<file path="src/rtl/alu_serial_seq_pkg.sv">
// alu_serial_seq_pkg: shared ALU op codes and op-class helper for the serial ALU
package alu_serial_seq_pkg;

    localparam logic [2:0] ALU_ADD = 3'd2;
    localparam logic [2:0] ALU_SUB = 3'd3;
    localparam logic [2:0] ALU_AND = 3'd4;
    localparam logic [2:0] ALU_OR  = 3'd5;
    localparam logic [2:0] ALU_NOR = 3'd6;
    localparam logic [2:0] ALU_XOR = 3'd7;

    // Codes 0..3 all take the adder path; bit 0 selects subtraction.
    function automatic logic is_arith(input logic [2:0] op);
        return ~op[2];
    endfunction

endpackage

</file>
<file path="src/rtl/alu_serial_seq_alu1.sv">
// alu1: single-bit ALU slice (add/sub via control[0], and/or/nor/xor)
module alu1
    import alu_serial_seq_pkg::*;
(
    input  logic       a_i,
    input  logic       b_i,
    input  logic       carryin_i,
    input  logic [2:0] control_i,
    output logic       result_o,
    output logic       carryout_o
);

    logic b_eff;

    assign b_eff = b_i ^ control_i[0];

    // Decode the op; anything outside the logic group is a full-adder bit.
    always_comb begin
        result_o   = a_i ^ b_eff ^ carryin_i;
        carryout_o = (a_i & b_eff) | (a_i & carryin_i) | (b_eff & carryin_i);
        case (control_i)
            ALU_AND: result_o = a_i & b_i;
            ALU_OR:  result_o = a_i | b_i;
            ALU_NOR: result_o = ~(a_i | b_i);
            ALU_XOR: result_o = a_i ^ b_i;
            default: result_o = a_i ^ b_eff ^ carryin_i;
        endcase
        if (!is_arith(control_i)) carryout_o = 1'b0;
    end

endmodule

</file>
<file path="src/rtl/alu_serial_seq.sv">
// alu_serial_seq: bit-serial WIDTH-bit ALU driving one alu1 slice LSB first
module alu_serial_seq
    import alu_serial_seq_pkg::*;
#(
    parameter int WIDTH = 8
)
(
    input  logic             clk,
    input  logic             reset,
    input  logic             start,
    input  logic [WIDTH-1:0] A,
    input  logic [WIDTH-1:0] B,
    input  logic [2:0]       control,
    output logic             ready,
    output logic             busy,
    output logic             done,
    output logic [WIDTH-1:0] out,
    output logic             carryout,
    output logic             overflow,
    output logic             zero
);

    localparam int CW = (WIDTH > 1) ? $clog2(WIDTH) : 1;

    typedef enum logic [1:0] {
        S_IDLE = 2'd0,
        S_RUN  = 2'd1,
        S_DONE = 2'd2
    } state_t;

    state_t           state_q, state_d;
    logic [WIDTH-1:0] a_sr_q, a_sr_d;
    logic [WIDTH-1:0] b_sr_q, b_sr_d;
    logic [2:0]       ctrl_q, ctrl_d;
    logic             carry_q, carry_d;
    logic [CW-1:0]    cnt_q, cnt_d;
    logic [WIDTH-1:0] res_q, res_d;
    logic [WIDTH-1:0] out_q, out_d;
    logic             cout_q, cout_d;
    logic             ovf_q, ovf_d;
    logic             zero_q, zero_d;

    logic             accept;
    logic             last;
    logic             slice_res;
    logic             slice_cout;
    logic [WIDTH-1:0] final_res;

    assign accept    = start & ready;
    assign last      = cnt_q == CW'(WIDTH - 1);
    assign final_res = {slice_res, res_q[WIDTH-1:1]};

    alu1 u_slice (
        .a_i        (a_sr_q[0]),
        .b_i        (b_sr_q[0]),
        .carryin_i  (carry_q),
        .control_i  (ctrl_q),
        .result_o   (slice_res),
        .carryout_o (slice_cout)
    );

    // State register
    always_ff @(posedge clk) begin
        if (reset) state_q <= S_IDLE;
        else       state_q <= state_d;
    end

    // Next state: a start accepted in DONE chains straight into RUN
    always_comb begin
        state_d = state_q;
        case (state_q)
            S_IDLE:  state_d = accept ? S_RUN : S_IDLE;
            S_RUN:   state_d = last ? S_DONE : S_RUN;
            S_DONE:  state_d = accept ? S_RUN : S_IDLE;
            default: state_d = S_IDLE;
        endcase
    end

    // Handshake outputs decoded purely from the state register
    always_comb begin
        ready = (state_q == S_IDLE) || (state_q == S_DONE);
        busy  = state_q == S_RUN;
        done  = state_q == S_DONE;
    end

    // Datapath next state: load on accept, shift one bit per RUN cycle, publish on the MSB cycle
    always_comb begin
        a_sr_d  = a_sr_q;
        b_sr_d  = b_sr_q;
        ctrl_d  = ctrl_q;
        carry_d = carry_q;
        cnt_d   = cnt_q;
        res_d   = res_q;
        out_d   = out_q;
        cout_d  = cout_q;
        ovf_d   = ovf_q;
        zero_d  = zero_q;
        if (accept) begin
            a_sr_d  = A;
            b_sr_d  = B;
            ctrl_d  = control;
            carry_d = is_arith(control) ? control[0] : 1'b0;
            cnt_d   = '0;
            res_d   = '0;
        end else if (state_q == S_RUN) begin
            a_sr_d  = a_sr_q >> 1;
            b_sr_d  = b_sr_q >> 1;
            carry_d = slice_cout;
            cnt_d   = last ? cnt_q : cnt_q + 1'b1;
            res_d   = final_res;
            if (last) begin
                // carry_q still holds the carry into the MSB on this cycle
                out_d  = final_res;
                cout_d = is_arith(ctrl_q) ? slice_cout : 1'b0;
                ovf_d  = is_arith(ctrl_q) ? (carry_q ^ slice_cout) : 1'b0;
                zero_d = final_res == '0;
            end
        end
    end

    // Datapath registers
    always_ff @(posedge clk) begin
        if (reset) begin
            a_sr_q  <= '0;
            b_sr_q  <= '0;
            ctrl_q  <= '0;
            carry_q <= 1'b0;
            cnt_q   <= '0;
            res_q   <= '0;
            out_q   <= '0;
            cout_q  <= 1'b0;
            ovf_q   <= 1'b0;
            zero_q  <= 1'b0;
        end else begin
            a_sr_q  <= a_sr_d;
            b_sr_q  <= b_sr_d;
            ctrl_q  <= ctrl_d;
            carry_q <= carry_d;
            cnt_q   <= cnt_d;
            res_q   <= res_d;
            out_q   <= out_d;
            cout_q  <= cout_d;
            ovf_q   <= ovf_d;
            zero_q  <= zero_d;
        end
    end

    assign out      = out_q;
    assign carryout = cout_q;
    assign overflow = ovf_q;
    assign zero     = zero_q;

endmodule

</file>
<file path="config.mk">
export PLATFORM = sky130hd
export DESIGN_NAME = alu_serial_seq
export DESIGN_NICKNAME = d
export VERILOG_FILES = /design/src/rtl/alu_serial_seq_pkg.sv /design/src/rtl/alu_serial_seq_alu1.sv /design/src/rtl/alu_serial_seq.sv
export SDC_FILE = /design/constraint.sdc
export NUM_CORES = 1
export LEC_CHECK = 0
export ABC_AREA = 1
export CORE_MARGIN = 4
export CORE_UTILIZATION = 50
export DETAILED_ROUTE_END_ITERATION = 6
export GPL_ROUTABILITY_DRIVEN = 0
export PLACE_DENSITY = 0.74
export SYNTH_ARGS = -nofsm -noshare
export SYNTH_HDL_FRONTEND = slang
export SYNTH_HIERARCHICAL = 1
export SYNTH_SLANG_ARGS = --single-unit
</file>
<file path="constraint.sdc">
create_clock -name clk -period 2.9 [get_ports clk]
set_input_delay 0.435 -clock clk [delete_from_list [all_inputs] [get_ports clk]]
set_output_delay 0.435 -clock clk [all_outputs]
set_load 0.05 [all_outputs]
</file>
==> results of run 1 <==
## sequential cells by signal, summed over array words and instances, names as in the netlist
signal and cells:
overflow 1, res_q 7, ctrl_q 3, zero 1
carry_q 1, cnt_q 3, state_q 2, b_sr_q 8
a_sr_q 8, carryout 1, out 8
## layout by cell type (no fill, tap or decap), types with 2 or more instances in the layout
cell,n
nand2_1,63
dfxtp_1,43
nor2_1,42
clkdlybuf4s50_1,34
a21oi_1,29
nand3_1,27
inv_1,26
o21ai_0,14
nor3_1,5
clkbuf_8,5
buf_4,5
ha_1,4
inv_2,2
clkinvlp_4,2
## layout make-up
class,instances,share of cell area
multi-input combinational,190,0.3702
sequential,43,0.3623
timing repair buffer,39,0.1590
inverter,29,0.04581
clock buffer,5,0.02896
tap,48,0.02528
clock inverter,3,0.008425
## power groups by stage
stage                     clock (mW)  sequential [mW]  combinational (mW)
after floorplan                    0            0.653               0.130
after global placement             0            0.661               0.184
after detailed placement           0            0.662               0.188
after CTS                      0.378            0.648               0.188
after global routing           0.406            0.653               0.209
final                          0.375            0.648               0.187
## per-stage QoR
step	area [µm²]	power, mW	util
2_1_floorplan	1911	0.7833	-
3_3_place_gp	2287	0.8450	0.6201
3_5_place_dp	2287	0.8495	0.6201
4_1_cts	2376	1.213	0.6442
5_1_grt	2376	1.269	0.6442
6_report	2376	1.210	0.6442
## routing by layer
metal,routed length (µm),GRT usage,up-vias,part of all wire
li1,-,-,932,-
met1,1973,0.1980,790,0.48
met2,1919,0.2928,15,0.47
met3,128,0.04928,4,0.031
met4,48,0.05745,0,0.012
met5,0,0,-,0
## path summary, 6_finish.rpt
| path | startpoint | to | slack (ps) | cells after the start |
|---|---|---|---|---|
| setup reg to reg | ctrl_q[0] | zero | 1060 | 9 |
| hold / removal | res_q[3] | out[2] | 470 | 2 |
| hold reg to reg | res_q[3] | out[2] | 470 | 2 |
| setup / recovery | state_q[0] | busy | 680 | 3 |
## worst max-delay path: stages, from the launching register on
cell and delay (ps):
dfxtp_1 580, nand2_1 410, clkinv_1 260, buf_4 230
## cell families after synthesis
| family | after synthesis | share of synthesized area |
|---|---|---|
| buffers and inverters | 41 | 0.08906 |
| flip-flops | 43 | 0.4506 |
| XOR/XNOR | 2 | 0.009170 |
| AO/OA/AOI/OAI | 43 | 0.1126 |
| adder cells (fa/ha/maj) | 5 | 0.03667 |
| AND/OR/NAND/NOR | 140 | 0.3019 |
## Yosys cell counts, drive strengths merged (3+ instances only)
cell type   n  area [µm²]
nand2      64       242.7
nor3        5       25.02
o21ai      14       70.07
clkbuf      3       11.26
buf         9       50.04
ha          4       50.05
dfxtp      43       860.8
a21oi      29       145.1
inv        28       105.1
nand3      28       145.1
nor2       42       157.7
==> flow_metrics.tcl, run 1 <==
set metrics [dict create \
    async_flop_share 0 \
    grt_pass1_vias 1613 \
    dp_hpwl_um 2913 \
    dp.cells 349 \
    skew_ps 6.692 \
    synth_cell_types 20 \
    p_leak_nw 0.9959 \
    hold_buffers 0 \
    cts_tree "yes" \
    io_buffers 35 \
    vias 1741 \
    first_pass_iters 4 \
    seq_area_um2 860.8 \
    drv_slew 0 \
    dieArea_mm2 0.004874 \
    synth_edf_count 0 \
    grt_max_degree 24 \
    viasPerCell 4.877 \
    clockPowerShare 0.310 \
    max_freq_ghz 0.4514 \
    start_util 0.5180 \
    syn_to_final_growth_pct 24.36 \
    synthesis.area_mm2 0.001911 \
    drc 0 \
    wl_per_cell_um 11.40 \
    whs_ps 465.7 \
    peakVddDrop_mv 0.3180 \
    grt_overflow_total 0 \
    drive_gt1_frac 0.05502 \
    tns_ps 0 \
    slew_headroom 0.6578 \
    cts_buffers 5 \
    ys.flop_type "dfxtp_1" \
    startpoint_type "flip-flop" \
    cp.arrival_ps 1780 \
    core_area_mm2 0.003689 \
    fin_ws_ps 684.9 \
    cts_buffer_depth 2 \
    nNetsFinal 335 \
    cp.required_ps 2470 \
    p_int_uw 869.2 \
    cts_root_buffer "clkbuf_8" \
    swShare 0.2819 \
    stdcell_count 357 \
    n_antenna_cell 0 \
    drv_cap 0 \
    cts.clk_slew.worst_paths_ps 80 \
    antenna_found_initial 0 \
    place_ws_ps 987.6 \
    drtAntennaViolNets 0 \
    rsz0062_at_grt "no" \
    pin_count 36 \
    clk_latency_ps 300 \
    h-tree-depth 2 \
    post-cts-setup-buffers 0 \
    routed_wirelength_um 4070 \
    cts_resized 0 \
    setup_viol 0 \
    syn_nets 301 \
    power.density_mw_per_mm2 509.4 \
    cp_max_fo 16 \
    num-fill-cells 332 \
    synth_seq_cells 43 \
    critPathCaptureType "output port" \
    synthCells 274 \
    period_minus_slack_ps 2215 \
    grt_first_pass_wirelength_um 6775 \
    hold_violations 0 \
    drt_iter0_markers 99 \
    yosysWarnings 6 \
    p_seq_frac 0.535 \
    min_path_type "flip-flop to flip-flop" \
    power_switching_uw 341.1 \
    multi_input_area_um2 879.6 \
    rows 22 \
    die_height_um 69.82 \
    worstSetupPathType "flip-flop to output port" \
    fin_crit_sh 0.7638 \
    status "complete, no violations" \
    avgSynthCellArea_um2 6.973 \
    comb_power_share 0.155 \
    worst_pin_slew_ps 511.7 \
    grt_usage 0.1691 \
    ys_seq_area_frac 0.4506 \
    die_w_um 69.82 \
    clock_sinks 43 \
]
Note: power is estimated with default switching activity, not from simulation.
==> run 2, diff against run 1 <==
==> constraint.sdc (replaced) <==
create_clock -name clk -period 2.3 [get_ports clk]
set_input_delay 0.345 -clock clk [delete_from_list [all_inputs] [get_ports clk]]
set_output_delay 0.345 -clock clk [all_outputs]
set_load 0.05 [all_outputs]
==> run 2 against run 1 <==
Count of clock-buffer cells in the layout is the same. Core utilization rose by 0.98 points. Combinational power up 27%. Final cell count is the same. Register-to-register slack got worse by 560 ps. Sequential power up 26%. Die area unchanged. Worst setup slack got worse by 480 ps. Critical path depth is the same. Clock power increased by 56%. Highest routed layer unchanged. Flip-flop and latch count did not move. Sequential share of layout area is 0.54 points lower.
==> flow_metrics.tcl, run 2 (synthesized netlist as in run 1, its figures left out) <==
set metrics [dict create \
    dieArea_mm2 0.004874 \
    gr-usage-met3 0.04348 \
    die_w_um 69.82 \
    cp.required_ps 1960 \
    cts_resized 0 \
    cts.clk_slew.worst_paths_ps 80 \
    grt_max_degree 18 \
    n_antenna_cell 0 \
    pin_count 36 \
    whs_ps 461.9 \
    core_area_mm2 0.003689 \
    cp_max_fo 14 \
    cts_buffers 5 \
    drc 0 \
    swShare 0.2611 \
    power.density_mw_per_mm2 679.4 \
    use_met2 0.2844 \
    status "complete, no violations" \
    clock_sinks 43 \
    drv_cap 0 \
    final_util 0.6540 \
    power_switching_uw 428.0 \
    cp.arrival_ps 1750 \
    syn_to_final_growth_pct 26.26 \
    min_path_type "flip-flop to flip-flop" \
    stdcell_count 357 \
    grt_pass1_vias 1588 \
    io_buffers 35 \
    drive_gt1_frac 0.05502 \
    most-common-layout-cells "nand2_1, dfxtp_1, nor2_1, clkdlybuf4s50_1, a21oi_1" \
    clk_latency_ps 300 \
    antenna_found_initial 0 \
    viasPerCell 4.896 \
    die_height_um 69.82 \
    final_common_cell "nand2_1" \
    hold_buffers 0 \
    p_leak_nw 1.018 \
    worst_pin_slew_ps 508.1 \
    h-tree-depth 2 \
    hold_violations 0 \
    first_pass_iters 4 \
    top_usage_layer "met2" \
    worstSetupPathType "flip-flop to output port" \
    grt_first_pass_wirelength_um 6900 \
    rsz0062_at_grt "no" \
    skew_ps 3.872 \
    p_int_mw 1.211 \
    slew_headroom 0.6602 \
    comb_power_share 0.145 \
    dp_hpwl_um 2909 \
    drv_slew 0 \
    period_minus_slack_ps 2100 \
    vias 1748 \
    dp.cells 349 \
    tns_ps 0 \
    rows 22 \
    start_util 0.5180 \
    cts_root_buffer "clkbuf_8" \
    startpoint_type "flip-flop" \
    nNetsFinal 335 \
    max_freq_ghz 0.4762 \
    grt_overflow_total 0 \
    fin_crit_sh 0.9130 \
    clockPowerShare 0.356 \
    use_met1 0.2191 \
    routed_wirelength_um 4052 \
    grt_usage 0.1752 \
    cts_buffer_depth 2 \
    post-cts-setup-buffers 0 \
    critPathCaptureType "output port" \
    setup_viol 0 \
    peakVddDrop_mv 0.3995 \
    drtAntennaViolNets 0 \
    cts_tree "yes" \
    drt_iter0_markers 112 \
    wl_per_cell_um 11.35 \
    timing.reg2reg.setup_slack_ps 500 \
    p_seq_frac 0.499 \
]
run 2: changes by cell type in the layout (fill, tap and decap cells not counted):
cell / change
clkinvlp_4: -2
buf_12: +1
buf_4: -1
bufinv_16: +1
clkinv_4: +1
run 2: power by group through the flow:
stage / logic [mW] / registers (mW) / clock network [mW]
finish: 0.237 / 0.817 / 0.584
global route: 0.270 / 0.824 / 0.624
CTS: 0.239 / 0.817 / 0.598
detailed placement: 0.238 / 0.834 / 0
global placement: 0.233 / 0.834 / 0
floorplan: 0.164 / 0.823 / 0
run 2: layer usage:
layer / part of all wire / wire (µm)
met4: 0.012 / 50
met2: 0.49 / 1968
met3: 0.036 / 147
met1: 0.47 / 1886
met5: 0 / 0
run 2: area by class of cell:
cell class              instances  area, µm²
clock inverters                 3      43.79
fillers                       343       1276
repair buffers                 39      390.4
flip-flops and latches         43      860.8
well taps                      48      60.06
clock buffers                   5      68.82
inverters                      29      108.9
multi-input cells             190      879.6
run 2: path summary, 6_finish.rpt:
| check | from | end | cells past startpoint |
|---|---|---|---|
| worst max-delay path | state_q[0] | busy | 3 |
| worst min-delay path | res_q[5] | out[4] | 2 |
| worst max register to register | state_q[0] | carry_q | 6 |
| worst min register to register | res_q[5] | out[4] | 2 |
run 2: worst max-delay path, stage by stage, from the launching register on:
cell and delay, ps:
dfxtp_1 620, nand2_1 390, clkinv_1 280, buf_12 170
run 2: through the flow:
stage                     power, mW  area [µm²]  setup WS [ps]
after detailed placement      1.072        2300          489.1
after floorplan              0.9876        1911          689.1
after global placement        1.067        2300          473.5
after CTS                     1.654        2412          205.1
final                         1.639        2412          200.0
after global routing          1.717        2412          55.97
==> run 3, diff against run 2 <==
--- a/config.mk
+++ b/config.mk
@@ -9,7 +9,7 @@
 export CORE_MARGIN = 4
 export CORE_UTILIZATION = 50
 export DETAILED_ROUTE_END_ITERATION = 6
-export GPL_ROUTABILITY_DRIVEN = 0
+export GPL_ROUTABILITY_DRIVEN = 1
 export PLACE_DENSITY = 0.74
 export SYNTH_ARGS = -nofsm -noshare
 export SYNTH_HDL_FRONTEND = slang
==> results of run 3 <==
No change in the layout: final DEF, timing and power equal those of run 2.
